[src/rtl/uart_pkg.sv]
// uart_pkg: shared types and helpers for the comm_uart receive/transmit path.
package uart_pkg;

    typedef enum logic [2:0] {
        ST_IDLE,
        ST_START,
        ST_DATA,
        ST_PARITY,
        ST_STOP,
        ST_BREAK
    } rx_state_t;

    localparam logic [15:0] MIN_BAUD_DIV = 16'd4;

    // Even parity bit is the XOR of the data; odd parity is its inverse.
    function automatic logic parity_bit(input logic [7:0] data, input logic odd);
        return (^data) ^ odd;
    endfunction

endpackage

[src/rtl/uart_bit_timer.sv]
// uart_bit_timer: loadable bit-period down-counter, strobes expire for one cycle.
module uart_bit_timer (
    input  logic        clk,
    input  logic        rst,
    input  logic        load,
    input  logic [15:0] count,
    output logic        expire
);

    logic [15:0] cnt;

    always_ff @(posedge clk) begin
        if (rst) begin
            cnt <= '0;
        end else if (load) begin
            cnt <= count;
        end else if (cnt != 16'd0) begin
            cnt <= cnt - 16'd1;
        end
    end

    // A load of N strobes in the N-th cycle after the load edge.
    assign expire = (cnt == 16'd1);

endmodule

[src/rtl/uart_rx_core.sv]
// uart_rx_core: oversampling UART receiver with parity, break handling and
// a valid/ready holding register; rx_busy feeds the link watchdog.
module uart_rx_core
    import uart_pkg::*;
#(
    parameter int DATA_BITS   = 8,
    parameter int SYNC_STAGES = 2
) (
    input  logic                 clk,
    input  logic                 rst,
    input  logic                 en,
    input  logic [15:0]          baud_div,
    input  logic                 parity_en,
    input  logic                 parity_odd,
    input  logic                 rxd,
    output logic [DATA_BITS-1:0] dout,
    output logic                 dout_valid,
    input  logic                 dout_ready,
    output logic                 rx_busy,
    output logic                 frame_err,
    output logic                 parity_err,
    output logic                 overrun
);

    localparam int CW = $clog2(DATA_BITS + 1);

    logic [SYNC_STAGES-1:0] sync;
    logic                   rxs;
    rx_state_t              state, state_next;
    logic [15:0]            div_q, div_eff, tmr_val;
    logic                   par_en_q, par_odd_q, par_bad;
    logic [CW-1:0]          bit_cnt;
    logic [DATA_BITS-1:0]   shreg;
    logic                   tmr_load, expire;
    logic                   start_det, shift, par_smp;
    logic                   stop_ok, stop_bad, load;

    assign rxs     = sync[SYNC_STAGES-1];
    assign div_eff = (baud_div < MIN_BAUD_DIV) ? MIN_BAUD_DIV : baud_div;
    assign load    = stop_ok && !par_bad && (!dout_valid || dout_ready);

    uart_bit_timer u_timer (
        .clk    (clk),
        .rst    (rst),
        .load   (tmr_load),
        .count  (tmr_val),
        .expire (expire)
    );

    always_ff @(posedge clk) begin
        if (rst) begin
            sync  <= '1;
            state <= ST_IDLE;
        end else begin
            sync  <= {sync[SYNC_STAGES-2:0], rxd};
            state <= state_next;
        end
    end

    always_comb begin
        state_next = state;
        tmr_load   = 1'b0;
        tmr_val    = div_q;
        start_det  = 1'b0;
        shift      = 1'b0;
        par_smp    = 1'b0;
        stop_ok    = 1'b0;
        stop_bad   = 1'b0;
        if (!en) begin
            state_next = ST_IDLE;
        end else begin
            unique case (state)
                ST_IDLE: begin
                    if (!rxs) begin
                        state_next = ST_START;
                        tmr_load   = 1'b1;
                        tmr_val    = div_eff >> 1;
                        start_det  = 1'b1;
                    end
                end
                ST_START: begin
                    if (expire) begin
                        state_next = rxs ? ST_IDLE : ST_DATA;
                        tmr_load   = !rxs;
                    end
                end
                ST_DATA: begin
                    if (expire) begin
                        shift    = 1'b1;
                        tmr_load = 1'b1;
                        if (bit_cnt == CW'(DATA_BITS - 1)) begin
                            state_next = par_en_q ? ST_PARITY : ST_STOP;
                        end
                    end
                end
                ST_PARITY: begin
                    if (expire) begin
                        par_smp    = 1'b1;
                        tmr_load   = 1'b1;
                        state_next = ST_STOP;
                    end
                end
                ST_STOP: begin
                    if (expire) begin
                        stop_ok    = rxs;
                        stop_bad   = !rxs;
                        state_next = rxs ? ST_IDLE : ST_BREAK;
                    end
                end
                ST_BREAK: begin
                    if (rxs) state_next = ST_IDLE;
                end
                default: state_next = ST_IDLE;
            endcase
        end
    end

    always_ff @(posedge clk) begin
        if (rst) begin
            div_q      <= MIN_BAUD_DIV;
            par_en_q   <= 1'b0;
            par_odd_q  <= 1'b0;
            par_bad    <= 1'b0;
            bit_cnt    <= '0;
            shreg      <= '0;
            dout       <= '0;
            dout_valid <= 1'b0;
            rx_busy    <= 1'b0;
            frame_err  <= 1'b0;
            parity_err <= 1'b0;
            overrun    <= 1'b0;
        end else begin
            if (start_det) begin
                div_q     <= div_eff;
                par_en_q  <= parity_en;
                par_odd_q <= parity_odd;
                par_bad   <= 1'b0;
                bit_cnt   <= '0;
            end
            if (shift) begin
                shreg   <= {rxs, shreg[DATA_BITS-1:1]};
                bit_cnt <= bit_cnt + 1'b1;
            end
            if (par_smp) begin
                par_bad <= (rxs != parity_bit(shreg, par_odd_q));
            end
            // A new load wins over an accept in the same cycle.
            if (load) begin
                dout       <= shreg;
                dout_valid <= 1'b1;
            end else if (dout_valid && dout_ready) begin
                dout_valid <= 1'b0;
            end
            rx_busy    <= (state_next != ST_IDLE);
            frame_err  <= stop_bad;
            parity_err <= stop_ok && par_bad;
            overrun    <= stop_ok && !par_bad && dout_valid && !dout_ready;
        end
    end

endmodule

[config.mk]
export PLATFORM = sky130hd
export DESIGN_NAME = uart_rx_core
export DESIGN_NICKNAME = d
export VERILOG_FILES = /design/src/rtl/uart_pkg.sv /design/src/rtl/uart_bit_timer.sv /design/src/rtl/uart_rx_core.sv
export SDC_FILE = /design/constraint.sdc
export NUM_CORES = 1
export LEC_CHECK = 0
export ABC_AREA = 0
export CORE_UTILIZATION = 40
export CTS_BUF_LIST = sky130_fd_sc_hd__clkbuf_8
export CTS_CLUSTER_DIAMETER = 150
export DETAILED_ROUTE_END_ITERATION = 12
export GPL_ROUTABILITY_DRIVEN = 0
export GPL_TIMING_DRIVEN = 1
export PLACE_DENSITY = 0.62
export RECOVER_POWER = 25
export SLEW_MARGIN = 20
export SYNTH_ARGS = -nofsm -noshare
export SYNTH_HDL_FRONTEND = slang
export SYNTH_HIERARCHICAL = 1
export SYNTH_SLANG_ARGS = --single-unit
[constraint.sdc]
create_clock -name clk -period 3.7 [get_ports clk]
set_input_delay 0.74 -clock clk [delete_from_list [all_inputs] [get_ports clk]]
set_output_delay 0.74 -clock clk [all_outputs]
set_load 0.1 [all_outputs]
-- Yosys cells after proc, flatten, opt, wreduce, memory -nomap -nowiden
Cells that the tools add are included.
- register bits after elaboration: 65
- output and inout bits: 13
- logic and storage cells: 88
- add/sub/neg operators: 2
- magnitude comparators: 1
- equality and inequality tests: 8
- mux-type cells: 38
- bitwise operators: 3
- reductions and logical operators: 21
- operators with widths (operator ; number):
    $mux W16 ; 6
    $mux W3 ; 10
    $pmux W3 S6 ; 1
    $mux W1 ; 17
    $eq A16 B1 Y1 const B ; 1
    $lt A16 B3 Y1 const B ; 1
    $reduce_bool A16 Y1 ; 1
    $sub A16 B1 Y16 const B ; 1
    $mux W4 ; 2
    $reduce_bool A2 Y1 ; 4
    $reduce_xor A8 Y1 ; 1
    $eq A3 B2 Y1 const B ; 2
    $eq A3 B3 Y1 const B ; 2
    $logic_and A1 B1 Y1 ; 6
    $add A4 B1 Y4 const B ; 1
    $eq A4 B3 Y1 const B ; 1
    $logic_not A1 Y1 ; 4
    $eq A3 B1 Y1 const B ; 1
    $logic_not A3 Y1 ; 1
    $pmux W1 S3 ; 1
    $reduce_bool A3 Y1 ; 1
    $reduce_or A3 Y1 ; 1
    $mux W2 ; 1
    $not A1 Y1 ; 2
    4 further kinds ; 4

-- Logic depth before layout (Yosys ltp)
Gate-level depths: netlist of run 1.
- word-level depth: 7
- depth in mapped cells: 11
- depth with buffers taken out: 10

-- Modules after synthesis
Netlist of run 1, hierarchy kept.
- by module, submodules not included (module ; instances ; cells an instance ; area each (µm²) ; seq. area each (µm²)):
    uart_rx_core ; 1 ; 260 ; 2197.1 ; 980.9
    uart_bit_timer ; 1 ; 115 ; 945.9 ; 320.3

-- Least setup slack after synthesis of run 1
No wires, ideal clock.
- path type: register to register
- from: register u_timer.cnt[8]
- to: register u_timer.cnt[2]
- library setup time: 95 ps
- arrival: 2325 ps
- data required time: 3605 ps
- setup slack: 1280 ps
- cell stages (with the launch flop): 10
- period minus slack after synthesis: 2420 ps
- cells stage by stage: dfxtp_1 > nor4_2 > nand2_1 > nor2_1 > buf_2 > o21bai_1 > and4b_1 > clkbuf_1 > a21oi_1 > a221oi_1
- cells in the longest elaborated chain, start to end: 5
- ends and longest elaborated chain (what ; line ; RTL):
    from (decl) ; uart_bit_timer.sv:10 ; logic [15:0] cnt;
    from (signal assigned) ; uart_bit_timer.sv:16 ; cnt <= count;
    from (signal assigned) ; uart_bit_timer.sv:18 ; cnt <= cnt - 16'd1;
    $eq A16 B1 Y1 (*) ; uart_bit_timer.sv:23 ; assign expire = (cnt == 16'd1);
    named net expire ; uart_rx_core.sv:34 ; logic tmr_load, expire;
    $mux W1 (on tied branches) ; uart_rx_core.sv:88, uart_rx_core.sv:97, uart_rx_core.sv:82 ;
    $pmux W1 S3 (*) ; uart_rx_core.sv:72 ; unique case (state)
    $mux W1 (*) ; uart_rx_core.sv:69 ; if (!en) begin
    named net tmr_load ; uart_rx_core.sv:34 ;
    $mux W16 / $reduce_bool A2 Y1 (equally long branches) ; n/a ;
The timed path passes the listed nets; every way through them passes the cells marked *.
A chain may end at the register's enable or synchronous reset.

-- Worst setup path after layout of run 1
- from: register u_timer.cnt[12]
- to: register dout[0]
- cells in the longest elaborated chain, start to end: 6
- ends and longest elaborated chain (what ; line ; RTL):
    $eq A16 B1 Y1 ; uart_bit_timer.sv:23 ;
    named net expire ; uart_rx_core.sv:34 ;
    $mux W1 ; uart_rx_core.sv:104 ; if (expire) begin
    $mux W1 ; uart_rx_core.sv:72 ;
    $mux W1 ; uart_rx_core.sv:69 ;
    $logic_and A1 B1 Y1 (2 in a row) ; uart_rx_core.sv:40 ; assign load = stop_ok && !par_bad && (!dout_valid || dout_ready);
    to (signal assigned) ; uart_rx_core.sv:149 ; dout <= shreg;
    to (decl) ; uart_rx_core.sv:16 ; output logic [DATA_BITS-1:0] dout,
The timed path passes the listed nets, and every way through them passes these cells.

==> results, run 1 <==
- The number of failing hold endpoints at the final stage is 0.
- The async set-reset flop share out of synthesis is 0%.
- The share of the synthesized area in the top cell type is 41.4%.
- The top fanout value on the critical path is 10.
- Summed over all nets, the half-perimeter wirelength after detailed placement is 5240 um.
- The I/O pin total is 36.
- Cells fill 51.3% of the core in the end.
- The x dimension of the die is 90.6 um.
- Sequential cells were found to cover 41.4% of the synthesized design area.
- The all-layer global routing usage is 18.9%.
- The overall routed net length is 7260 um.
- The initial standard-cell utilization of the core is 42.4%.
- The die is 90.6 um tall.
- The worst hold path begins at sync[0]$_SDFF_PP1_.
- The count of maximum capacitance violations is 0.
- The arrival time at the worst endpoint is 2.98 ns.
- Counting every instance in the synthesized netlist gives 375.
- By area the synthesized netlist is led by sky130_fd_sc_hd__dfxtp_1 (41%), sky130_fd_sc_hd__nand2_1 (8.7%), sky130_fd_sc_hd__a21oi_1 (5.4%).
- The kind of critical path is reg -> reg.
- The detailed-route via count is 2764.
- The final global-route overflow total is 0.
- For the final database, setup skew stands at 0.00685 ns.
- In this run the number of H-tree levels came out at 3.
- The number of buffers inserted by port buffering is 35.
- The largest single stage delay on the critical path is 0.56 ns.
- The tree is rooted in a sky130_fd_sc_hd__clkbuf_8.
- In this run, distinct cell masters in the synthesized netlist total 61.
- The number of nets produced by synthesis is 401.
- The number of warnings issued by yosys is 6.
- The number of nets in the layout is 438.
- The slowest stage of the critical path is the sky130_fd_sc_hd__nor4_4 cell.
- The number of flip-flops and latches in the synthesized netlist is 65.
- The clock drives 65 sinks.
- The routed design could run at a clock period as short as 2.80 ns.
- The static leakage power is 1.43 nW.
- The routed length per instance is 14.1 um.
- In the final layout, flip-flops and latches occupy 1300 sq um.
- Setup repair after global routing left no endpoint under its margin.
- The total count of max-transition violations in the final report is 0.
- The clock transition at the registers of the reported paths is 0.08 ns.
- The worst pin sits at a relative slew slack of 9.76%.
- The power density over cell area is 644 nW/um^2.
- The floorplan step defined a core boundary enclosing 7410 sq um.
- The worst reg-to-reg setup slack is 0.90 ns.
- The number of hold-repair buffers added at the cts stage is 0.
- The commonest cells after synthesis are sky130_fd_sc_hd__nand2_1 (73), sky130_fd_sc_hd__dfxtp_1 (65), sky130_fd_sc_hd__a21oi_1 (34).
- Summing all non-filler instances in the final layout gives an area of 3800 sq um.
- The post-synthesis to final-layout area growth is 20.9%.
- The area of the multi-input gates is 1680 sq um.
- The summed negative setup slack over all endpoints is 0 ns.
- The switching component of the power is 0.000847 W.
- The biggest area contributor in the post-synthesis netlist is sky130_fd_sc_hd__dfxtp_1.
- The peak supply drop is 246 uV.
- The total cell area at the placement stage is 3570 sq um.
- The initial DRC count is 97.
- Walking the worst path, the cells encountered are nor4_1, clkbuf_1, nand2_1, nor2_1, clkbuf_1, nand4b_4, nor4_4, mux2i_1, nor2_1.
- In this run the core area contains 31 standard-cell rows.
- The first global-routing pass estimated 12400 um of wire.
- The count of inserted antenna diode cells is 0.
- The average instance in the mapped netlist occupies 8.38 sq um.
- The post-cts repair resize count is 0.
- The first detailed-routing pass ran for 4 iterations.
- In this run, the combinational gates consume 33.2% of the power.
- The via count of the first global-routing pass was 2692.
- The internal power contribution is 0.00160 W.
- The number of buffers between clock root and the deepest sink is 2.
- The worst setup slack after placement is 0.695 ns.
- The share of the cycle needed by the critical path after routing is 75.8%.
- The pin slew with the least headroom to its limit is 1.35 ns.
- The initial antenna violation count is 0.
- The floorplan step defined a die boundary enclosing 8220 sq um.
- The count of nets left with antenna violations after detail routing is 0.
- Setup violations remaining at the end of the flow were counted as 0.
- The worst hold path belongs to the class reg -> reg.
- The fraction of layout instances using a drive strength above 1 is 9.35%.
- Among all flip-flop cells after synthesis, the most frequent one is sky130_fd_sc_hd__dfxtp_1.
- The critical path data required time is 3.88 ns.
- The endpoint identified for the worst register-to-register timing path is dout[0]$_SDFFE_PP0P_.
- Static timing analysis puts the maximum clock frequency at 357 MHz.
- In the routed design, unresolved DRC markers number 0.
- The worst hold endpoint is sync[1]$_SDFF_PP1_.
- In the post-synthesis netlist, the cell with the most instances is sky130_fd_sc_hd__nand2_1.
- The part of the total power dissipated in the clock network is 30.0%.
- The number of clock buffers added by TritonCTS is 9.
- Post-CTS timing repair inserted 0 buffers for setup.
- Counting the fill cells in the layout gives 730.
- At the later pin of the worst-skew pair, clock insertion delay measures 0.34 ns.
- Registers are responsible for 36.8% of the overall power.
- The vias per cell is 5.36.
- The proportion of total power due to net switching is 34.6%.
- The count of flip-flops with a built-in enable after synthesis is 0.
- The total standard cell area after synthesis is 3140 sq um.
- The worst-case reg-to-reg path depth is 9.
- The type of destination of the critical path is a register.
- The final critical-path setup slack is 0.895 ns.
- The worst register-to-register path begins at u_timer/cnt[12]$_SDFFE_PP0P_.
- The run finished with clean final reports.
- TritonCTS built the clock tree.
- The startpoint type of the worst setup path is a register.
- Entering global routing, the biggest net connects 34 pins.
- The number of stages on the worst hold path is 1.
==> cells in the final DEF (no fill, tap or decap), types with 2 or more instances in the layout <==
master,instances
sky130_fd_sc_hd__nand4_1,4
sky130_fd_sc_hd__nand2b_1,3
sky130_fd_sc_hd__nand3_1,10
sky130_fd_sc_hd__a21o_1,2
sky130_fd_sc_hd__a221oi_1,3
sky130_fd_sc_hd__nor4_1,6
sky130_fd_sc_hd__buf_4,5
sky130_fd_sc_hd__a21oi_1,34
sky130_fd_sc_hd__nor3_1,12
sky130_fd_sc_hd__nand3b_1,5
sky130_fd_sc_hd__clkinvlp_4,2
sky130_fd_sc_hd__clkbuf_1,5
sky130_fd_sc_hd__bufinv_16,3
sky130_fd_sc_hd__o31a_1,3
sky130_fd_sc_hd__ha_1,3
sky130_fd_sc_hd__and2_1,3
sky130_fd_sc_hd__xnor2_1,10
sky130_fd_sc_hd__inv_1,14
sky130_fd_sc_hd__dfxtp_1,65
sky130_fd_sc_hd__or2_2,3
sky130_fd_sc_hd__or4_1,3
sky130_fd_sc_hd__nor4_4,2
sky130_fd_sc_hd__o21ai_0,18
sky130_fd_sc_hd__mux2i_1,9
sky130_fd_sc_hd__xor2_1,2
sky130_fd_sc_hd__clkdlybuf4s50_1,34
sky130_fd_sc_hd__a211oi_1,4
sky130_fd_sc_hd__clkbuf_8,9
sky130_fd_sc_hd__and4b_1,2
sky130_fd_sc_hd__nand2_1,73
sky130_fd_sc_hd__nor2_1,32
==> final cells by class <==
class / count / area share [%]
Inverter: 14 / 1.38
Sequential cell: 65 / 34.2
Multi-Input combinational cell: 278 / 44.3
Clock inverter: 7 / 3.13
Tap cell: 99 / 3.26
Timing Repair Buffer: 44 / 10.4
Clock buffer: 9 / 3.26
==> layer usage <==
layer  share of wire [%]  track usage, %
met1                  45            22.6
met2                  49            31.1
met4                 2.7            9.27
met3                 4.2            5.30
met5                   0               0
==> worst max-delay path: cells and delay by family, from the launching register on <==
| kind | cells | cell delay (ns) |
|---|---|---|
| buffers and inverters | 2 | 0.63 |
| DFF | 1 | 0.36 |
| muxes | 1 | 0.26 |
| and+or+nand+nor | 6 | 1.38 |
==> flip-flops by register name, indices dropped and copies added (netlist names) <==
signal / cells
state: 3
bit_cnt: 4
parity_err: 1
rx_busy: 1
par_en_q: 1
div_q: 16
par_bad: 1
overrun: 1
u_timer/cnt: 16
shreg: 8
sync: 2
dout_valid: 1
par_odd_q: 1
frame_err: 1
dout: 8
==> power groups by stage <==
stage	combinational (W)	clock, W	sequential (W)
2_1_floorplan	0.000598	0	0.000898
4_1_cts	0.000831	0.000754	0.000902
3_5_place_dp	0.000824	0	0.000917
5_1_grt	0.000914	0.000787	0.000917
6_report	0.000812	0.000733	0.000901
3_3_place_gp	0.000811	0	0.000915
==> stage by stage <==
| step | hold WS (ns) | std cells | power, W |
|---|---|---|---|
| after floorplan | 0.389 | 375 | 0.00150 |
| after global placement | 0.394 | 500 | 0.00173 |
| after detailed placement | 0.399 | 500 | 0.00174 |
| after CTS | 0.418 | 516 | 0.00249 |
| after global routing | 0.440 | 516 | 0.00262 |
| final | 0.412 | 516 | 0.00245 |
==> worst max path at each step <==
stage,start,endpoint,depth (start not counted)
after floorplan,u_timer/cnt[8]$_SDFFE_PP0P_,u_timer/cnt[2]$_SDFFE_PP0P_,9
after global placement,en,u_timer/cnt[2]$_SDFFE_PP0P_,8
after detailed placement,en,u_timer/cnt[10]$_SDFFE_PP0P_,8
after CTS,en,u_timer/cnt[11]$_SDFFE_PP0P_,8
after global routing,u_timer/cnt[12]$_SDFFE_PP0P_,u_timer/cnt[3]$_SDFFE_PP0P_,11
final,u_timer/cnt[12]$_SDFFE_PP0P_,dout[0]$_SDFFE_PP0P_,9
==> cell families (layout without fill, tap and decap cells) <==
kind of cell | Yosys count | count (layout) | share of synthesized area (%)
flops | 65 | 65 | 41.4
xor+xnor | 13 | 13 | 4.06
fa+ha+maj | 3 | 3 | 1.19
compound gates | 79 | 79 | 16.0
buf+inv | 32 | 74 | 5.02
mux | 9 | 9 | 2.87
simple gates | 174 | 174 | 29.5
Note: power is estimated with default switching activity, not from simulation.
==> run 2, diff against run 1 <==
- PLACE_DENSITY: 0.62 -> 0.64
- clock period: 3.7 -> 2.44 ns (I/O delays scaled with it)
==> run 2 against run 1 <==
- total power rose by 46%
- die area did not move
- maximum frequency grew 28%
- critical path depth up 1
- count of clock-buffer cells in the layout unchanged
- first-iteration DRC count up 12%
- cell count grew 1.6%
- worst hold slack improved by 0.011 ns
- register-to-register slack worse by 0.64 ns
- non-clock buffer count increased by 8
- sequential power up 53%
- combinational power increased by 55%
==> results, run 2 (synthesized netlist as in run 1, its figures left out) <==
- The worst reg-to-reg setup slack is 0.25 ns (-0.64 ns).
- The DRC violations left is 0 (unchanged).
- The total number of placement rows is 31 (unchanged).
- TritonCTS built the clock tree.
- The count of nets left with antenna violations after detail routing was 0 (unchanged).
- The peak supply drop was 421 uV (+71%).
- The critical path data required time is 2.65 ns (-1.23 ns).
- The overall routed net length was 7390 um (+1.8%).
- The total clock buffers created by CTS is 9 (unchanged).
- The via count of the first global-routing pass came to 2727 (+1.3%).
- The share of the cycle needed by the critical path after routing is 89.7% (+14 points).
- The initial standard-cell utilization of the core is 42.4% (unchanged).
- The count of maximum capacitance violations is 0 (unchanged).
- The clock insertion delay at the later pin of the skew report is 0.35 ns (about the same).
- The summed negative setup slack over all endpoints is 0 ns (unchanged).
- The x dimension of the die is 90.6 um (unchanged).
- The count of H-tree levels built during CTS is 3 (unchanged).
- The fraction of layout instances using a drive strength above 1 is 12.2% (+2.9 points).
- In this run the critical register-to-register path is captured at dout[3]$_SDFFE_PP0P_.
- The static leakage power is 1.43 nW (about the same).
- The number of buffers inserted by port buffering was 35 (unchanged).
- The count of inserted antenna diode cells is 0 (unchanged).
- The post-DP HPWL is 5290 um (+0.82%).
- The largest registers in the layout are div_q (16), u_timer/cnt (16).
- The final global-route overflow total is 0 (unchanged).
- STA classifies the critical path endpoint as a register.
- The worst hold path terminates at sync[1]$_SDFF_PP1_.
- The layout filler cell count came to 754 (+3.3%).
- The tightest slew margin relative to the limit is 17.7% (+7.9 points).
- Compared with the post-synthesis result, the final layout area differs by 19.7%.
- The initial DRC count is 109 (+12%).
- The maximum clock skew at final layout came to 0.00910 ns (+0.00225 ns).
- The number of failing hold endpoints at the final stage is 0 (unchanged).
- The post-route core utilization came to 50.8% (-0.52 points).
- The setup path with the least slack is of type reg -> reg.
- The worst min-delay path category is reg -> reg.
- The pin count of the biggest net entering global routing is 28 (-18%).
- The clock transition at the registers of the reported paths came to 0.08 ns (about the same).
- The all-layer global routing usage is 19.5% (+0.60 points).
- The filler-free cell count of the finished design is 524 (+1.6%).
- The routed length per instance is 14.1 um (+0.29%).
- The first-pass GRT wire length is 12800 um (+3.1%).
- The area of the multi-input gates is 1700 sq um (+0.67%).
- The time the worst path needs with I/O delays and setup was 2.19 ns (-0.616 ns).
- The number of stages on the worst hold path was 1 (unchanged).
- The total count of max-transition violations in the final report is 0 (unchanged).
- In the layout the commonest cells are sky130_fd_sc_hd__nand2_1 (73), sky130_fd_sc_hd__dfxtp_1 (65), sky130_fd_sc_hd__a21oi_1 (34).
- The number of nets in the layout is 446 (+1.8%).
- The initial antenna violation count is 0 (unchanged).
- The final setup violation count was 0 (unchanged).
- The startpoint type of the worst setup path is a register.
- The startpoint of the lowest-slack hold path is sync[0]$_SDFF_PP1_.
- The vias per cell was 5.28 (-1.5%).
- The core region area is 7410 sq um (unchanged).
- The run finished with clean final reports.
- The power density over cell area is 949 nW/um^2 (+47%).
- The die height is 90.6 um (unchanged).
- The pin slew with the least headroom to its limit was 1.24 ns (-0.119 ns).
- The iteration count of the initial detailed-routing pass is 4 (unchanged).
- The register area is 1300 sq um (unchanged).
- The root buffer cell is sky130_fd_sc_hd__clkbuf_8.
- The detailed-route via count came to 2765 (+0.036%).
- The worst-case reg-to-reg path depth came to 10 (+1).
- The total placed cells including tap cells was 506 (+1.2%).
- The commonest non-fill, non-tap cell in the layout is sky130_fd_sc_hd__nand2_1.
- The number of sinks on the clock net is 65 (unchanged).
- The achievable frequency is 457 MHz (+28%).
- The arrival time at the worst endpoint is 2.39 ns (-0.59 ns).
- The top fanout value on the critical path came to 9 (-1).
- The I/O pin total came to 36 (unchanged).
- The area of the die is 8220 sq um (unchanged).
- The number of buffers between clock root and the deepest sink is 2 (unchanged).
- The worst register-to-register path begins at u_timer/cnt[12]$_SDFFE_PP0P_.
- Setup repair after global routing left no endpoint under its margin.
## run 2: layer usage
metal / track usage, % / wire length, um
met1: 23.5 / 3370
met4: 7.39 / 141
met3: 5.39 / 264
met2: 33.0 / 3620
met5: 0 / 0
## run 2: how the worst max path moves through the flow
stage               cells past startpoint                     endpoint  slack, ns                         start
finish                                 10         dout[3]$_SDFFE_PP0P_       0.25  u_timer/cnt[12]$_SDFFE_PP0P_
detailed placement                      9         par_bad$_SDFFE_PP0P_       0.22  u_timer/cnt[12]$_SDFFE_PP0P_
global placement                        7  u_timer/cnt[1]$_SDFFE_PP0P_       0.26                   baud_div[6]
global route                           10         dout[3]$_SDFFE_PP0P_       0.03  u_timer/cnt[12]$_SDFFE_PP0P_
floorplan                               9  u_timer/cnt[2]$_SDFFE_PP0P_       0.02   u_timer/cnt[8]$_SDFFE_PP0P_
CTS                                     9         par_bad$_SDFFE_PP0P_       0.18  u_timer/cnt[12]$_SDFFE_PP0P_
## run 2: critical path, cell delays in order (launching register included)
cell,delay [ns]
sky130_fd_sc_hd__dfxtp_1,0.37
sky130_fd_sc_hd__nor4_2,0.28
sky130_fd_sc_hd__buf_4,0.18
sky130_fd_sc_hd__nand2_1,0.08
sky130_fd_sc_hd__nor2_1,0.15
sky130_fd_sc_hd__buf_4,0.19
sky130_fd_sc_hd__nand4b_4,0.16
sky130_fd_sc_hd__nor4_4,0.16
sky130_fd_sc_hd__buf_4,0.23
sky130_fd_sc_hd__mux2i_1,0.20
sky130_fd_sc_hd__nor2_1,0.05
## run 2: layout make-up
type                       count  area share [%]
timing repair buffer          52            10.3
clock buffer                   9            3.29
inverter                      14            1.40
clock inverter                 7            2.10
sequential                    65            34.6
multi-input combinational    278            45.1
tap                           99            3.29
## run 2: repair_timing
| action | in CTS | in global routing |
|---|---|---|
| hold buffers | 0 | 0 |
| gates resized for setup | 0 | 2 |
| buffers inserted | 0 | 2 |
| endpoints found under the setup margin | 0 | 10 |
## run 2: per-stage QoR
step / hold WS [ns] / power, W / instance area (sq um) / setup slack [ns]
after floorplan: 0.389 / 0.00227 / 3140 / 0.0197
after global placement: 0.391 / 0.00262 / 3590 / 0.257
after detailed placement: 0.409 / 0.00263 / 3590 / 0.220
after CTS: 0.428 / 0.00358 / 3790 / 0.184
after global routing: 0.451 / 0.00381 / 3760 / 0.0337
final: 0.423 / 0.00357 / 3760 / 0.251
## run 2: report_power, final
part	switching, W	internal, W
Combinational	0.000677	0.000579
Sequential	0.000178	0.00120
Clock	0.000459	0.000480
Total	0.00131	0.00226
==> run 3, diff against run 2 <==
--- a/config.mk
+++ b/config.mk
@@ -8,2 +8,3 @@
 export ABC_AREA = 0
+export CORE_MARGIN = 3
 export CORE_UTILIZATION = 40
--- a/constraint.sdc
+++ b/constraint.sdc
@@ -3,2 +3,2 @@
 set_output_delay 0.488 -clock clk [all_outputs]
-set_load 0.1 [all_outputs]
+set_load 0.05 [all_outputs]
==> run 3 against run 2 <==
- the run now ends with capacitance limit, slew limit left
- core utilization grew 0.78 points
- clock power is 6.0% higher
- count of clock-buffer cells in the layout is 1 higher
- register-to-register slack got worse by 0.07 ns
- total power grew 2.3%
- via count shrank 0.14%
- cell count decreased by 0.76%
- die area increased by 9.0%
==> results, run 3 (synthesized netlist as in run 1, its figures left out) <==
- The total count of max-transition violations in the final report is 38 (+38).
- The achievable frequency is 443 MHz (-3.1%).
- The layout filler cell count came to 730 (-3.2%).
- The pin count of the biggest net entering global routing was 38 (+36%).
- The total clock buffers created by CTS is 9 (unchanged).
- The final global-route overflow total came to 0 (unchanged).
- The I/O pin total is 36 (unchanged).
- The worst setup slack after placement came to 0.0241 ns (-0.196 ns).
- The type of destination of the critical path is a register.
- The tightest slew margin relative to the limit was -7.87% (-26 points).
- The number of failing hold endpoints at the final stage is 0 (unchanged).
- The number of buffers inserted by port buffering is 35 (unchanged).
- The top layer reached by signal wires is met4.
- The count of buffer and inverter cells on the critical path is 1 (-2).
- The time the worst path needs with I/O delays and setup was 2.26 ns (+0.0698 ns).
- The power density over cell area is 951 nW/um^2 (+0.23%).
- The post-DP HPWL is 5330 um (+0.85%).
- The final reports fail on capacitance limit, slew limit.
- The count of nets left with antenna violations after detail routing was 0 (unchanged).
- The largest registers in the layout are div_q (16), u_timer/cnt (16).
- The via count of the first global-routing pass is 2561 (-6.1%).
- The all-layer global routing usage is 17.5% (-2.0 points).
- The flow ran to the end, but the final reports show violations.
- The maximum clock skew at final layout is 0.00472 ns (-0.00438 ns).
- The met3 wire length is 391 um (+48%).
- The worst setup path is launched from a register.
- The routed length per instance is 14.4 um (+2.1%).
- The vias per cell came to 5.31 (+0.62%).
- The number of buffers between clock root and the deepest sink was 2 (unchanged).
- The pin slew with the least headroom to its limit is 1.62 ns (+0.383 ns).
- The number of nets in the layout is 443 (-0.67%).
- The final setup violation count is 0 (unchanged).
- The summed negative setup slack over all endpoints is 0 ns (unchanged).
- The initial antenna violation count came to 0 (unchanged).
- The fraction of layout instances using a drive strength above 1 is 11.2% (-1.1 points).
- The total number of placement rows was 31 (unchanged).
- The x dimension of the die is 94.6 um (+4.4%).
- The static leakage power is 1.47 nW (+2.9%).
- The total power of the final layout is 0.00365 W (+2.3%).
- The critical-path cell with the highest stage delay is sky130_fd_sc_hd__nor4_2.
- The count of inserted antenna diode cells is 0 (unchanged).
- The count of maximum capacitance violations was 1 (+1).
- The area of the multi-input gates is 1690 sq um (-0.30%).
- The iteration count of the initial detailed-routing pass is 4 (unchanged).
- Leaving out fill and tap cells, the most frequent cell in the layout is sky130_fd_sc_hd__nand2_1.
- TritonCTS built the clock tree.
- The met1 layer wirelength in the final routing is 3320 um (-1.5%).
- The register area was 1300 sq um (unchanged).
- The DRC violations left came to 0 (unchanged).
- The first-pass GRT wire length was 12100 um (-5.1%).
- The critical path goes through nor4_2, nand2_1, nor2_2, o21bai_1, and4b_1, buf_4, a21oi_1, a221oi_1.
- The initial standard-cell utilization of the core is 42.2% (-0.22 points).
- On the critical path the largest part of the delay comes from simple AND/OR/NAND/NOR gates.
- The met2 wire length was 3630 um (+0.41%).
- The count of H-tree levels built during CTS came to 3 (unchanged).
- The post-synthesis to final-layout area growth is 22.2%.
- The top fanout value on the critical path is 13 (+4).
- The share of the cycle needed by the critical path after routing is 92.6% (+2.9 points).
- The number of hold-repair buffers added at the cts stage is 0 (unchanged).
- The detailed-route via count came to 2761 (-0.14%).
- The core region area is 7450 sq um (+0.52%).
- The biggest cell delay along the critical path is 0.40 ns (+0.03 ns).
- The clock insertion delay at the later pin of the skew report is 0.35 ns (about the same).
- The kind of critical path is reg -> reg.
- The worst min-delay path category is reg -> reg.
- The library cells used most frequently in the layout, excluding fill and tap cells, are sky130_fd_sc_hd__nand2_1 (73), sky130_fd_sc_hd__dfxtp_1 (65), sky130_fd_sc_hd__a21oi_1 (34), sky130_fd_sc_hd__clkdlybuf4s50_1 (34), sky130_fd_sc_hd__nor2_1 (30).
- The root buffer cell is sky130_fd_sc_hd__clkbuf_8.
- The initial DRC count came to 94 (-14%).
- The clock transition at the registers of the reported paths is 0.07 ns (about the same).
- The arrival time at the worst endpoint is 2.49 ns (+0.10 ns).
- The final critical-path setup slack was 0.181 ns (-0.0698 ns).
- The die height is 94.6 um (+4.4%).
- The number of sinks on the clock net came to 65 (unchanged).
- The area of the die is 8960 sq um (+9.0%).
- Setup repair after global routing left no endpoint under its margin.
- The peak supply drop is 412 uV (-2.1%).
- The overall routed net length was 7490 um (+1.3%).
- The critical path data required time is 2.67 ns (+0.02 ns).
- The worst hold-check slack is 0.413 ns (-0.00987 ns).
==> run 3: timing repair <==
item / in CTS / in global routing
setup buffers: 0 / 0
setup endpoints to repair: 2 / 37
resized for setup: 1 / 2
==> run 3: power by group <==
part | total [W] | switching [W] | internal, W
sequential | 0.00137 | 0.000172 | 0.00120
clock | 0.000995 | 0.000406 | 0.000588
combinational | 0.00129 | 0.000698 | 0.000589
total | 0.00365 | 0.00128 | 0.00238
==> run 3: stage by stage <==
stage	std cells	area, sq um	utilization, %
2_1_floorplan	375	3140	-
3_3_place_gp	505	3620	48.7
3_5_place_dp	505	3620	48.7
4_1_cts	520	3840	51.5
5_1_grt	520	3840	51.6
6_report	520	3840	51.6
==> run 3: layout make-up <==
cell class                 instances  area share (%)
clock buffer                      10            3.58
sequential                        65            33.9
multi-input combinational        278            44.0
tap                               99            3.23
timing repair buffer              49            12.0
inverter                          14            1.37
clock inverter                     5            1.89
==> run 3: path summary, 6_finish.rpt <==
check	startpoint	endpoint	slack [ns]	cells past startpoint
setup / recovery	u_timer/cnt[15]$_SDFFE_PP0P_	u_timer/cnt[2]$_SDFFE_PP0P_	0.18	8
hold / removal	sync[0]$_SDFF_PP1_	sync[1]$_SDFF_PP1_	0.41	1
setup reg to reg	u_timer/cnt[15]$_SDFFE_PP0P_	u_timer/cnt[2]$_SDFFE_PP0P_	0.18	8
hold reg to reg	sync[0]$_SDFF_PP1_	sync[1]$_SDFF_PP1_	0.41	1
==> run 3: metal layers <==
layer | GRT usage, % | vias to the layer above
met5 | 0 | -
met4 | 7.45 | 0
met3 | 5.66 | 12
met2 | 28.7 | 69
met1 | 21.1 | 1283
li1 | - | 1397
